[config.mk]
export PLATFORM = sky130hd
export DESIGN_NAME = spi_master_core
export DESIGN_NICKNAME = d
export VERILOG_FILES = /design/src/rtl/spi_master_core.sv
export SDC_FILE = /design/constraint.sdc
export NUM_CORES = 1
export LEC_CHECK = 0
export BUFFER_PORTS_ARGS = -buffer_cell sky130_fd_sc_hd__buf_2
export CAP_MARGIN = 0
export CORE_UTILIZATION = 25
export CTS_CLUSTER_DIAMETER = 100
export DETAILED_ROUTE_END_ITERATION = 10
export SLEW_MARGIN = 10
export SYNTH_ARGS = -nofsm -noshare
export SYNTH_HDL_FRONTEND = slang
export SYNTH_SLANG_ARGS = --single-unit
[constraint.sdc]
create_clock -name clk -period 3.35 [get_ports clk]
set_clock_uncertainty 0.05 [all_clocks]
set_input_delay 0.335 -clock clk [delete_from_list [all_inputs] [get_ports clk]]
set_output_delay 0.335 -clock clk [all_outputs]
set_load 0.03 [all_outputs]
[src/rtl/spi_master_core.sv]
// Byte-oriented SPI master for one MMIO slot: software-driven slave selects,
// programmable sclk divider, CPOL and CPHA, one full-duplex byte per data write.
module spi_master_core #(
    parameter int S = 1
) (
    input  logic         clk,
    input  logic         reset,
    input  logic         cs,
    input  logic         read,
    input  logic         write,
    input  logic [4:0]   addr,
    input  logic [31:0]  wr_data,
    output logic [31:0]  rd_data,
    output logic         spi_sclk,
    output logic         spi_mosi,
    input  logic         spi_miso,
    output logic [S-1:0] spi_ss_n
);

    typedef enum logic [1:0] {
        IDLE,
        CPHA_DLY,
        P0,
        P1
    } state_t;

    state_t      state_reg, state_next;
    logic [15:0] c_reg, c_next;
    logic [2:0]  n_reg, n_next;
    logic [7:0]  tx_shift_reg, tx_shift_next;
    logic [7:0]  rx_shift_reg, rx_shift_next;
    logic [7:0]  rx_data_reg, rx_data_next;

    logic [S-1:0] ss_n_reg;
    logic [15:0]  dvsr_reg, dvsr_s_reg;
    logic         cpol_reg, cpol_s_reg;
    logic         cpha_reg, cpha_s_reg;

    logic wr_en, ready, start, half_done, sclk_phase;

    // The read strobe and upper address/data bits carry no meaning here.
    logic unused_bits;
    assign unused_bits = ^{read, addr[4:2], wr_data[31:18]};

    assign wr_en     = cs & write;
    assign ready     = (state_reg == IDLE);
    assign start     = wr_en && (addr[1:0] == 2'd2) && ready;
    assign half_done = (c_reg == dvsr_s_reg);

    // Register file: slave selects and control fields, writable at any time.
    always_ff @(posedge clk) begin
        if (reset) begin
            ss_n_reg <= '1;
            dvsr_reg <= 16'h0000;
            cpol_reg <= 1'b0;
            cpha_reg <= 1'b0;
        end else if (wr_en) begin
            case (addr[1:0])
                2'd1: ss_n_reg <= wr_data[S-1:0];
                2'd3: begin
                    dvsr_reg <= wr_data[15:0];
                    cpol_reg <= wr_data[16];
                    cpha_reg <= wr_data[17];
                end
                default: ;
            endcase
        end
    end

    // Transfer parameters are frozen at start so ctrl writes apply to the next byte.
    always_ff @(posedge clk) begin
        if (reset) begin
            dvsr_s_reg <= 16'h0000;
            cpol_s_reg <= 1'b0;
            cpha_s_reg <= 1'b0;
        end else if (start) begin
            dvsr_s_reg <= dvsr_reg;
            cpol_s_reg <= cpol_reg;
            cpha_s_reg <= cpha_reg;
        end
    end

    always_ff @(posedge clk) begin
        if (reset) begin
            state_reg    <= IDLE;
            c_reg        <= 16'h0000;
            n_reg        <= 3'd0;
            tx_shift_reg <= 8'h00;
            rx_shift_reg <= 8'h00;
            rx_data_reg  <= 8'h00;
        end else begin
            state_reg    <= state_next;
            c_reg        <= c_next;
            n_reg        <= n_next;
            tx_shift_reg <= tx_shift_next;
            rx_shift_reg <= rx_shift_next;
            rx_data_reg  <= rx_data_next;
        end
    end

    always_comb begin
        state_next    = state_reg;
        c_next        = c_reg;
        n_next        = n_reg;
        tx_shift_next = tx_shift_reg;
        rx_shift_next = rx_shift_reg;
        rx_data_next  = rx_data_reg;
        case (state_reg)
            IDLE: begin
                if (start) begin
                    tx_shift_next = wr_data[7:0];
                    c_next        = 16'h0000;
                    n_next        = 3'd0;
                    state_next    = cpha_reg ? CPHA_DLY : P0;
                end
            end
            CPHA_DLY: begin
                if (half_done) begin
                    c_next     = 16'h0000;
                    state_next = P0;
                end else begin
                    c_next = c_reg + 16'd1;
                end
            end
            P0: begin
                if (half_done) begin
                    rx_shift_next = {rx_shift_reg[6:0], spi_miso};
                    c_next        = 16'h0000;
                    state_next    = P1;
                end else begin
                    c_next = c_reg + 16'd1;
                end
            end
            P1: begin
                if (half_done) begin
                    c_next = 16'h0000;
                    if (n_reg == 3'd7) begin
                        rx_data_next = rx_shift_reg;
                        state_next   = IDLE;
                    end else begin
                        tx_shift_next = {tx_shift_reg[6:0], 1'b0};
                        n_next        = n_reg + 3'd1;
                        state_next    = P0;
                    end
                end else begin
                    c_next = c_reg + 16'd1;
                end
            end
            default: state_next = IDLE;
        endcase
    end

    // While idle the clock rests at the programmed polarity so a new CPOL shows immediately.
    assign sclk_phase = ((state_reg == P1) && !cpha_s_reg) || ((state_reg == P0) && cpha_s_reg);
    assign spi_sclk   = (ready ? cpol_reg : cpol_s_reg) ^ sclk_phase;
    assign spi_mosi   = tx_shift_reg[7];
    assign spi_ss_n   = ss_n_reg;
    assign rd_data    = {23'b0, ready, rx_data_reg};

endmodule

==> metrics.md, run 1 <==
| Metric | Value |
|---|---|
| DP Wirelength | between 5000 and 6000 um |
| Post-route clock period utilization | 74.4% |
| Starting Density | 25.4% |
| Final worst slack | 0.859 ns |
| Pwr Density | 507 nW/um^2 |
| Fin crit period | between 2 and 2.5 ns |
| Global-route wire length before repair | 14,300 um |
| Sequential share of the synthesized area | 42.6% |
| Commonest non-fill, non-tap cells in the layout | 110 x nand2_1, 82 x dfxtp_1, 45 x a21oi_1, 36 x buf_2, 25 x mux2i_1 |
| CP cell instances | xor2_1, nor4_1, and4_1, nand4_1, and3_1 |
| Core area | 15,100 sq um |
| Critical path capture point type | register |
| Remaining Overflow, GRT | 0 |
| Pin count of the biggest net entering global routing | 52 |
| Routability congestion estimate | 0.777 |
| Row cnt | 45 |
| Synth area leader | dfxtp_1 |
| Final cell count without fillers | 677 |
| Status | finished clean |
| Worst slack at placement | 0.907 ns |
| # IOs | 78 |
| Routed vias/inst | 4.65 |
| Yosys warnings | 0 |
| Final hold vios | 0 |
| Count of cell types in the netlist | 49 |
| Max_cap viols | 0 |
| Global-route usage over all layers | 11.3% |
| Slew Viols, Final | 0 |
| Measured slew at the worst slew-check pin | between 0.9 and 1 ns |
| Worst Hold Class | primary input to register |
| Die Ht | 126 um |
| CTS tree | built |
| DRC | 0 |
| Post-synth top area share | 42.6% |
| H-tree Lvls | 3 |
| Worst reg2reg path depth | 5 |
| Total setup buffers inserted after CTS | 0 |
| FF-to-FF setup slack | roughly 0.86 ns |
| Peak VDD IR | 0.000233 V |
| Drt first pass iters | 4 |
| RSZ-0062 raised after global routing | false |
| Area grow syn2layout | 14.2% |
| # diodes | 0 |
| Routed wire per std cell | 12.6 um |
| Worst slew margin | 35.7% |
| Static Leak | 1.81 nW |
| Main synth FF type | dfxtp_1 |
| CP Max Fanout | 9 |
| Initial antenna violation count | 0 |
| Post-synth EDFFs | 0 |
| CP max-delay cell | nor4_1 |
| Worst skew pair latency | approximately 0.34 ns |
| Synthesized flop and latch total | 82 |
| Synth async-reset ratio | 0% |
| Commonest non-fill, non-tap cell in the layout | nand2_1 |
| Die ar. | 15,900 sq um |
| Placed Instances | 661 |
| Buffer and inverter count on the worst path | 0 |
| Fin nets | 530 |
| Clk buf depth | 2 |
| Setup total negative slack | 0 ns |
| Finished Cell Area | between 4000 and 5000 sq um |
| Die width | 126 um |
| CTS sink cnt | 82 |
| Num CTS Buffers | 9 |
| Post-Syn Instances | around 460 |
| IO buf count | 36 |
| Startpoint Class | register |
| Syn avg cell area | 8.36 sq um |
| Crit-path leading delay family | simple AND/OR/NAND/NOR gates |
| Vias post-DR | 3,151 |
| Synth area leaders | dfxtp_1 43%, nand2_1 11%, mux2i_1 6.5% |
| 1st-iter DRT viols | 156 |
| Vias in the first global route | between 2k and 3k |
| Hold_buf cts | 0 |
| Post-DP Area | 4070 sq um |
| Share of layout cells above drive strength 1 | 13.3% |
| Resized cells post-CTS | 0 |
| Hold path depth | 3 |
| Cell Area, Synth | between 3000 and 4000 sq um |
| WP data arrival | between 2 and 3 ns |
| Routed wire length | between 8000 and 9000 um |
| Delay of the slowest critical-path stage | 0.56 ns |
| CTS clk-pin slew, worst paths | 0.06 ns |
| Instance count on the critical path | 5 |
| Final ANT Viol Nets | 0 |
| Worst Path Required | 3.53 ns |
| CTS root buf | clkbuf_16 |
| Final setup viols | 0 |
| Fmax | 0.401 GHz |
| Worst setup path category | register to register |
-- final cells by class --
| class | count | area, sq um |
|---|---|---|
| Clock buffer | 10 | 239 |
| Clock inverter | 6 | 88.8 |
| Fill cell | 1589 | 10700 |
| Inverter | 6 | 22.5 |
| Multi-Input combinational cell | 343 | 1950 |
| Sequential cell | 82 | 1640 |
| Tap cell | 188 | 235 |
| Timing Repair Buffer | 42 | 225 |
-- Yosys cell counts, types with 9 or more instances --
library cell    n
a21oi_1        45
and3_1         11
buf_4          26
clkbuf_1       16
dfxtp_1        82
mux2i_1        25
nand2_1       110
nand3_1        14
nand4_1        10
o21ai_1         9
xor2_1         22
-- power by group --
part	internal (mW)	switching (mW)	total, mW
logic	0.0394	0.110	0.149
registers	0.985	0.00889	0.994
clock network	0.674	0.412	1.09
-- logic make-up (layout without fill, tap and decap cells) --
logic type                 count (synthesis)  after routing  synth area share (%)
AOI/OAI and AO/OA                         83             83                  12.4
xor gates and xnor gates                  23             23                  5.23
adders and majority gates                  3              3                 0.974
buffers and inverters                     58             64                  9.00
DFF                                       82             82                  42.6
muxes                                     25             25                  6.50
other                                      1             23                0.0973
and+or+nand+nor                          186            186                  23.2
-- metal layers --
layer	track usage (%)	wire (um)
met3	2.89	281
met2	18.4	3960
met5	0	0
met1	14.0	4150
met4	5.03	156
-- metrics by stage --
step	power, mW	utilization, %	hold WS (ns)
3_3_place_gp	1.16	26.9	0.390
3_5_place_dp	1.16	26.9	0.395
6_report	2.23	29.0	0.185
2_1_floorplan	1.15	-	0.382
5_1_grt	2.31	29.0	0.176
4_1_cts	2.25	29.0	0.172
-- worst min-delay path: stages --
cell and delay, ns:
buf_2 0.10, nand2_1 0.04, a21oi_1 0.05
-- worst paths after layout --
| check | from | to |
|---|---|---|
| setup / recovery | c_reg[8] | state_reg[1] |
| hold / removal | wr_data[15] | dvsr_reg[15] |
| setup reg to reg | c_reg[8] | state_reg[1] |
| hold reg to reg | dvsr_reg[14] | dvsr_s_reg[14] |
No activity file was read; power rests on OpenSTA's default activity.
==> inputs of run 2 (changes only) <==
==> constraint.sdc (replaced) <==
create_clock -name clk -period 2.2 [get_ports clk]
set_clock_uncertainty 0.05 [all_clocks]
set_input_delay 0.22 -clock clk [delete_from_list [all_inputs] [get_ports clk]]
set_output_delay 0.22 -clock clk [all_outputs]
set_load 0.03 [all_outputs]
==> run 2 against run 1 <==
Effect of this change: clock power increased by 50%; non-clock buffer count rose by 11; sequential share of layout area down 0.80 points; register-to-register slack lost 0.70 ns; combinational power increased by 57%; clock-buffer cell count did not move; critical path depth rose by 1; sequential power up 52%; critical path type unchanged; largest cell class unchanged; via count rose by 1.7%; hold slack got worse by 0.12 ns.
==> metrics.md, run 2 (same netlist as run 1, synthesis figures left out) <==
| Metric | Value |
|---|---|
| CTS tree | built |
| RSZ-0062 raised after global routing | false |
| Final worst slack | 0.154 ns |
| Max_cap viols | 0 |
| Post-DP Area | 4170 sq um |
| Post-route clock period utilization | 93.0% |
| Startpoint Class | register |
| Static Leak | 1.87 nW |
| Die ar. | around 16,000 sq um |
| Fin nets | 541 |
| IO buf count | 36 |
| Starting Density | 25.4% |
| CP cell instances | xor2_1, nor4_1, and4_1, buf_4, mux2i_1, o22ai_1 |
| Fin crit period | ~2.0 ns |
| H-tree Lvls | 3 |
| Routability congestion estimate | 0.802 |
| Share of layout cells above drive strength 1 | 15.2% |
| Worst Path Required | 2.35 ns |
| 1st-iter DRT viols | 103 |
| Worst slew margin | 64.3% |
| Peak VDD IR | 0.000418 V |
| Setup total negative slack | 0 ns |
| # IOs | 78 |
| Vias post-DR | 3,204 |
| Worst slack at placement | 0.164 ns |
| DP Wirelength | 6050 um |
| CTS clk-pin slew, worst paths | 0.06 ns |
| Hold Startpoint | wr_data[8] |
| Delay of the slowest critical-path stage | 0.42 ns |
| Die width | 126 um |
| DRC | 0 |
| Row cnt | 45 |
| Global-route usage over all layers | 11.1% |
| Slew Viols, Final | 0 |
| CTS root buf | clkbuf_16 |
| Area grow syn2layout | 16.7% |
| Crit-path leading delay family | simple AND/OR/NAND/NOR gates |
| Drt first pass iters | 4 |
| Global-route wire length before repair | 14,100 um |
| Worst setup path category | register to register |
| Routed vias/inst | 4.66 |
| Num CTS Buffers | 9 |
| Worst Hold Class | primary input to register |
| Vias in the first global route | 3,044 |
| Die Ht | 126 um |
| Routed wire per std cell | 12.2 um |
| Commonest non-fill, non-tap cells in the layout | 110 x nand2_1, 82 x dfxtp_1, 45 x a21oi_1, 36 x buf_2, 25 x mux2i_1 |
| Core area | 15,100 sq um |
| Worst r2r dst | tx_shift_reg[6] |
| Fmax | ~0.5 GHz |
| Pwr Density | ~750 nW/um^2 |
| Final ANT Viol Nets | 0 |
| Pin count of the biggest net entering global routing | 44 |
| Critical Path Start | c_reg[15] |
| Final setup viols | 0 |
| Measured slew at the worst slew-check pin | 0.536 ns |
| # diodes | 0 |
| Routed wire length | 8360 um |
| Finished Cell Area | roughly 4500 sq um |
| Status | finished clean |
| Hold path depth | 3 |
| WP data arrival | ~2.2 ns |
| Commonest non-fill, non-tap cell in the layout | nand2_1 |
| Hold_buf cts | 0 |
| Hold-critical path endpoint | dvsr_reg[8] |
| Worst reg2reg path depth | 6 |
| FF-to-FF setup slack | 0.15 ns |
| R2r startpoint | c_reg[15] |
| Buffer and inverter count on the worst path | 1 |
| Critical path capture point type | register |
| Resized cells post-CTS | 0 |
| CP Max Fanout | 9 |
| Clk buf depth | 2 |
| Filler cells | 1,580 |
| Total setup buffers inserted after CTS | 0 |
| Worst skew pair latency | around 0.34 ns |
| Remaining Overflow, GRT | 0 |
| CTS sink cnt | 82 |
| Initial antenna violation count | 0 |
| Final hold vios | 0 |
| CP max-delay cell | nor4_1 |
run 2: worst max-delay path by stage:
stage	to	slack [ns]	cells past startpoint
CTS	tx_shift_reg[6]	0.13	6
detailed placement	tx_shift_reg[6]	0.16	6
finish	tx_shift_reg[6]	0.15	6
global placement	tx_shift_reg[6]	0.16	6
global route	tx_shift_reg[7]	0.01	6
floorplan	n_reg[1]	0.40	7
run 2: cell type report:
cell class / count / area, sq um / share of cell area (%)
Timing Repair Buffer: 53 / 320 / 7.12
Inverter: 6 / 22.5 / 0.501
Tap cell: 188 / 235 / 5.23
Clock inverter: 6 / 90.1 / 2.00
Multi-Input combinational cell: 343 / 1950 / 43.3
Clock buffer: 10 / 239 / 5.32
Sequential cell: 82 / 1640 / 36.5
run 2: through the flow:
| step | total power [mW] | instances | util [%] | hold WS [ns] |
|---|---|---|---|---|
| after CTS | 3.42 | 688 | 29.7 | 0.0560 |
| after global placement | 1.77 | 672 | 27.5 | 0.390 |
| after global routing | 3.51 | 688 | 29.7 | 0.0732 |
| final | 3.38 | 688 | 29.7 | 0.0693 |
| after detailed placement | 1.78 | 672 | 27.5 | 0.394 |
| after floorplan | 1.75 | 483 | - | 0.294 |
run 2: where the power goes:
part | total (mW) | switching (mW) | internal, mW
Combinational | 0.234 | 0.167 | 0.0667
Clock | 1.63 | 0.608 | 1.03
Sequential | 1.51 | 0.0123 | 1.50
run 2: routing by layer:
metal	wire length (um)	part of all wire, %	vias up	track usage [%]
li1	-	-	1611	-
met1	3970	47	1506	13.5
met2	3940	47	76	18.4
met3	322	3.9	11	2.76
met4	133	1.6	0	4.82
met5	0	0	-	0
run 2: worst register-to-register path: stages, from the launching register on:
cell and delay, ns:
dfxtp_1 0.34, xor2_1 0.17, nor4_1 0.42, and4_1 0.38, buf_4 0.25, mux2i_1 0.22
o22ai_1 0.09
